`config.mk`:
```
export PLATFORM = sky130hd
export DESIGN_NAME = mem_port_arbiter
export DESIGN_NICKNAME = d
export VERILOG_FILES = /design/src/rtl/mem_port_arbiter.sv
export SDC_FILE = /design/constraint.sdc
export NUM_CORES = 1
export LEC_CHECK = 0
export BUFFER_PORTS_ARGS = -buffer_cell sky130_fd_sc_hd__clkbuf_2
export CORE_MARGIN = 2
export CORE_UTILIZATION = 47
export DETAILED_ROUTE_END_ITERATION = 10
export GPL_TIMING_DRIVEN = 0
export PLACE_DENSITY_LB_ADDON = 0.05
export SETUP_SLACK_MARGIN = 0.15
export SYNTH_ARGS = -nofsm -noshare
export SYNTH_HDL_FRONTEND = slang
export SYNTH_SLANG_ARGS = --single-unit
```
`constraint.sdc`:
```
create_clock -name clk -period 1.7 [get_ports clk]
set_clock_uncertainty 0.05 [all_clocks]
set_input_delay 0.085 -clock clk [delete_from_list [all_inputs] [get_ports clk]]
set_output_delay 0.085 -clock clk [all_outputs]
set_load 0.005 [all_outputs]
```
`src/rtl/mem_port_arbiter.sv`:
```
// ============================================================================
// Module   : mem_port_arbiter
// Brief    : Request/grant arbiter sharing one memory port between fetch and
//            data. Optional macro MEM_ARB_STARVE_GUARD_EN adds fetch anti-starvation.
// Revision : 1.0 - initial release
// ============================================================================
`default_nettype none

module mem_port_arbiter #(
  parameter int ADDR_W     = 32,
  parameter int DATA_W     = 32,
  parameter int MEM_LAT    = 1,
  parameter int STARVE_MAX = 4
) (
  input  logic              clk,
  input  logic              rst,
  input  logic              if_req,
  input  logic [ADDR_W-1:0] if_addr,
  output logic              if_gnt,
  output logic              if_rvalid,
  output logic [DATA_W-1:0] if_rdata,
  input  logic              d_req,
  input  logic              d_we,
  input  logic [2:0]        d_func,
  input  logic [ADDR_W-1:0] d_addr,
  input  logic [DATA_W-1:0] d_wdata,
  output logic              d_gnt,
  output logic              d_rvalid,
  output logic [DATA_W-1:0] d_rdata,
  output logic              mem_en,
  output logic              mem_read,
  output logic              mem_write,
  output logic [2:0]        mem_func,
  output logic [ADDR_W-1:0] mem_addr,
  output logic [DATA_W-1:0] mem_wdata,
  input  logic [DATA_W-1:0] mem_rdata
);

  localparam int         c_LAT_W     = 2;
  localparam logic [2:0] c_FUNC_WORD = 3'b010;

  typedef enum logic [1:0] {
    S_IDLE = 2'd0,
    S_BUSY = 2'd1,
    S_RESP = 2'd2
  } state_t;

  state_t               r_state;
  state_t               w_state_nxt;
  logic                 r_owner_d;
  logic                 r_we;
  logic [c_LAT_W-1:0]   r_lat_cnt;
  logic [DATA_W-1:0]    r_if_rdata;
  logic [DATA_W-1:0]    r_d_rdata;
  logic [2:0]           r_func;
  logic [ADDR_W-1:0]    r_addr;
  logic [DATA_W-1:0]    r_wdata;
  logic                 w_arb;
  logic                 w_force_if;
  logic                 w_d_win;
  logic                 w_if_win;

  // Arbitration only happens when the port is free; reset suppresses grants.
  assign w_arb    = (r_state != S_BUSY) && !rst;
  assign w_d_win  = d_req && !w_force_if;
  assign w_if_win = if_req && !w_d_win;
  assign if_gnt   = w_arb && w_if_win;
  assign d_gnt    = w_arb && w_d_win;

`ifdef MEM_ARB_STARVE_GUARD_EN
  localparam int c_STARVE_W = $clog2(STARVE_MAX + 1);
  logic [c_STARVE_W-1:0] r_starve_cnt;

  assign w_force_if = if_req && (r_starve_cnt == c_STARVE_W'(STARVE_MAX));

  always_ff @(posedge clk) begin
    if (rst) begin
      r_starve_cnt <= '0;
    end else if (if_gnt) begin
      r_starve_cnt <= '0;
    end else if (d_gnt && if_req && (r_starve_cnt != c_STARVE_W'(STARVE_MAX))) begin
      r_starve_cnt <= r_starve_cnt + 1'b1;
    end
  end
`else
  logic w_unused_starve;
  assign w_force_if      = 1'b0;
  assign w_unused_starve = (STARVE_MAX != 0);
`endif

  always_comb begin
    w_state_nxt = r_state;
    case (r_state)
      S_IDLE, S_RESP: w_state_nxt = (if_gnt || d_gnt) ? S_BUSY : S_IDLE;
      S_BUSY:         if (r_lat_cnt == '0) w_state_nxt = S_RESP;
      default:        w_state_nxt = S_IDLE;
    endcase
  end

  always_ff @(posedge clk) begin
    if (rst) r_state <= S_IDLE;
    else     r_state <= w_state_nxt;
  end

  always_ff @(posedge clk) begin
    if (rst) begin
      r_owner_d  <= 1'b0;
      r_we       <= 1'b0;
      r_func     <= '0;
      r_addr     <= '0;
      r_wdata    <= '0;
      r_lat_cnt  <= '0;
      r_if_rdata <= '0;
      r_d_rdata  <= '0;
    end else if (d_gnt) begin
      r_owner_d <= 1'b1;
      r_we      <= d_we;
      r_func    <= d_func;
      r_addr    <= d_addr;
      r_wdata   <= d_wdata;
      r_lat_cnt <= c_LAT_W'(MEM_LAT - 1);
    end else if (if_gnt) begin
      // Fetch leaves the store-data register untouched.
      r_owner_d <= 1'b0;
      r_we      <= 1'b0;
      r_func    <= c_FUNC_WORD;
      r_addr    <= if_addr;
      r_lat_cnt <= c_LAT_W'(MEM_LAT - 1);
    end else if (r_state == S_BUSY) begin
      if (r_lat_cnt == '0) begin
        if (r_owner_d) r_d_rdata  <= r_we ? '0 : mem_rdata;
        else           r_if_rdata <= mem_rdata;
      end else begin
        r_lat_cnt <= r_lat_cnt - 1'b1;
      end
    end
  end

  assign mem_en    = (r_state == S_BUSY);
  assign mem_read  = mem_en && !r_we;
  assign mem_write = mem_en && r_we;
  assign mem_func  = r_func;
  assign mem_addr  = r_addr;
  assign mem_wdata = r_wdata;
  assign if_rvalid = (r_state == S_RESP) && !r_owner_d;
  assign d_rvalid  = (r_state == S_RESP) && r_owner_d;
  assign if_rdata  = r_if_rdata;
  assign d_rdata   = r_d_rdata;

endmodule

`default_nettype wire

```
==> results_dict.tcl <==
set metrics [dict create \
    hold_violations 0 \
    dpl_cell_area_sq_mm 0.007644 \
    worstSetupPathType "reg2out" \
    htree_levels 4 \
    grt_max_degree 17 \
    dp_hpwl_mm 13.21 \
    ys_types 35 \
    cts_buffers 17 \
    p_per_area_mw_per_mm2 916.9 \
    r2r_start "r_lat_cnt[0]" \
    power.total_uw 8713 \
    worstPathMaxFanout 4 \
    leakagePower_uw 0.004308 \
    first_global_vias 6174 \
    post-route-cell-area_sq_mm 0.009503 \
    boundaryPins 274 \
    ys_warn_count 0 \
    overflow 0 \
    area_growth_pct 56.37 \
    diodes 0 \
    setup.worst_path.end_class "output pin" \
    cap_viol_max_count 0 \
    drt_wl_total_mm 19.24 \
    crit_start "r_state[1]" \
    synth_edf_count 0 \
    syn_nets 750 \
    setup_viol 0 \
    dr.pass1.iters 5 \
    yosysSeqAreaShare 0.4513 \
    drive_gt1_frac 0.4308 \
    die_y_microns 117.7 \
    period_needed_ps 1615 \
    drc 0 \
    cp.required_ps 1560 \
    syn_inst 613 \
    slew_viol_final 0 \
    async_flop_share 0 \
    synth.avg_cell_area_sq_um 9.914 \
    peakVddDrop_v 0.0005906 \
    most-common-layout-cells "clkbuf_2, dfxtp_1, nand2_1" \
    clk_pin_slew_ps 60 \
    hold_path.class "in2reg" \
    ant_nets 0 \
    fin_cells 1184 \
    cp-start-kind "register" \
    grt_pass1_wl_mm 30.89 \
    synth_top_flop_cell "dfxtp_1" \
    die_w_microns 117.7 \
    fillers 944 \
    drt-wirelength-per-cell_microns 16.25 \
    viasPerCell 5.073 \
    grt_use_total 0.2751 \
    rsz0062_at_grt "yes" \
    netlist_area_sq_mm 0.006077 \
    portBuffers 270 \
    clock_path_buffers 2 \
    core_sq_mm 0.01262 \
    fin_crit_sh 0.9500 \
    drt_iter0_markers 297 \
    start_util 0.4816 \
    die_area_sq_mm 0.01386 \
    max_freq_mhz 619.2 \
    cts_sinks 137 \
    placed_cells 1055 \
    gp_congestion 0.7879 \
    slew_headroom 0.4422 \
    status "finished, final reports clean" \
    layout_commonest_cell "clkbuf_2" \
    antenna_found_initial 0 \
    arrival_ps 1480 \
    cts_tree "yes" \
    vias 6007 \
    min_from "if_addr[4]" \
    finalNetCount 1139 \
    clk_latency_ps 410 \
    tightest_slew_ps 836.7 \
    rows 41 \
    root_buffer "clkbuf_16" \
    synth_seq_cells 137 \
]
-- metrics by stage --
stage	setup TNS (ps)	setup WS, ps	hold WS, ps	util
after floorplan	0	251.6	167.7	-
after global placement	-975.6	-51.92	254.4	0.6057
after detailed placement	-2477	-121.9	263.0	0.6057
after CTS	0	58.54	0.1917	0.7350
after global routing	0	14.70	19.01	0.7530
final	0	85.02	7.264	0.7530
-- critical path, stage by stage (launching register included) --
cell	delay, ps
dfxtp_4	340
nand2b_4	130
inv_4	40
buf_8	110
buf_8	120
nor4b_4	180
buf_2	140
-- layout make-up --
cell class | count | area (sq um) | area share
clock inverters | 7 | 96.34 | 0.01014
flip-flops and latches | 137 | 2751 | 0.2895
multi-input cells | 415 | 3184 | 0.3351
repair buffers | 370 | 2367 | 0.2491
plain buffers | 55 | 406.6 | 0.04279
well taps | 172 | 215.2 | 0.02265
inverters | 6 | 27.53 | 0.002897
clock buffers | 22 | 454.2 | 0.04779
-- Yosys cell counts (3+ instances only) --
library cell / number / area, sq um
a2111oi_2: 31 / 465.5
a21oi_1: 67 / 335.3
a22o_1: 3 / 26.28
buf_2: 14 / 70.07
buf_4: 8 / 60.06
buf_6: 8 / 90.09
clkbuf_1: 25 / 93.84
dfxtp_1: 137 / 2743
inv_1: 5 / 18.77
mux2_4: 30 / 450.4
mux2i_1: 32 / 320.3
nand2_1: 96 / 360.4
nand3b_1: 32 / 240.2
nor2_1: 36 / 135.1
nor2b_1: 32 / 200.2
nor3b_1: 35 / 262.8
-- sequential cells by signal, indices dropped and copies added, names as in the netlist --
name and count:
mem_addr 32, d_rdata 32, r_owner_d 1, if_rdata 32, r_lat_cnt 2, mem_wdata 32, r_we 1, mem_func 3
r_state 2
-- logic make-up after synthesis --
| group | count (synthesis) | synth area share |
|---|---|---|
| and+or+nand+nor | 243 | 0.2145 |
| DFF | 137 | 0.4513 |
| AOI/OAI and AO/OA | 106 | 0.1447 |
| muxes | 64 | 0.1305 |
| buffers and inverters | 61 | 0.05539 |
| xor gates and xnor gates | 1 | 0.001441 |
| adders and majority gates | 1 | 0.002059 |
-- power breakdown --
| group | total (uW) | switching, uW | leakage [uW] | internal (uW) |
|---|---|---|---|---|
| Sequential | 3580 | 143 | 0.00113 | 3430 |
| Combinational | 1640 | 748 | 0.00292 | 890 |
| Clock | 3500 | 1330 | 0.000259 | 2170 |
| Total | 8710 | 2220 | 0.00431 | 6500 |
-- timing repair --
action / in CTS / in global routing
hold buffers: 86 / 0
setup endpoints to repair: 106 / 131
hold endpoints to repair: 118 / 0
resized for setup: 36 / 48
buffers inserted: 9 / 2
gates cloned: 2 / 1
-- final timing paths --
path / to / slack, ps / cells past startpoint
max: if_gnt / 90 / 6
min: mem_addr[4] / 7 / 3
max reg2reg: if_rdata[8] / 140 / 7
min reg2reg: d_rdata[12] / 400 / 2
-- metal layers --
metal,wire (microns),track usage,part of all wire,vias to the layer above
met5,0,0,0,-
met4,327,0.09714,0.017,0
met2,9669,0.4855,0.50,239
met1,7975,0.3205,0.41,2825
li1,-,-,-,2917
met3,1263,0.07316,0.066,26
(Power assumes the default switching activity.)
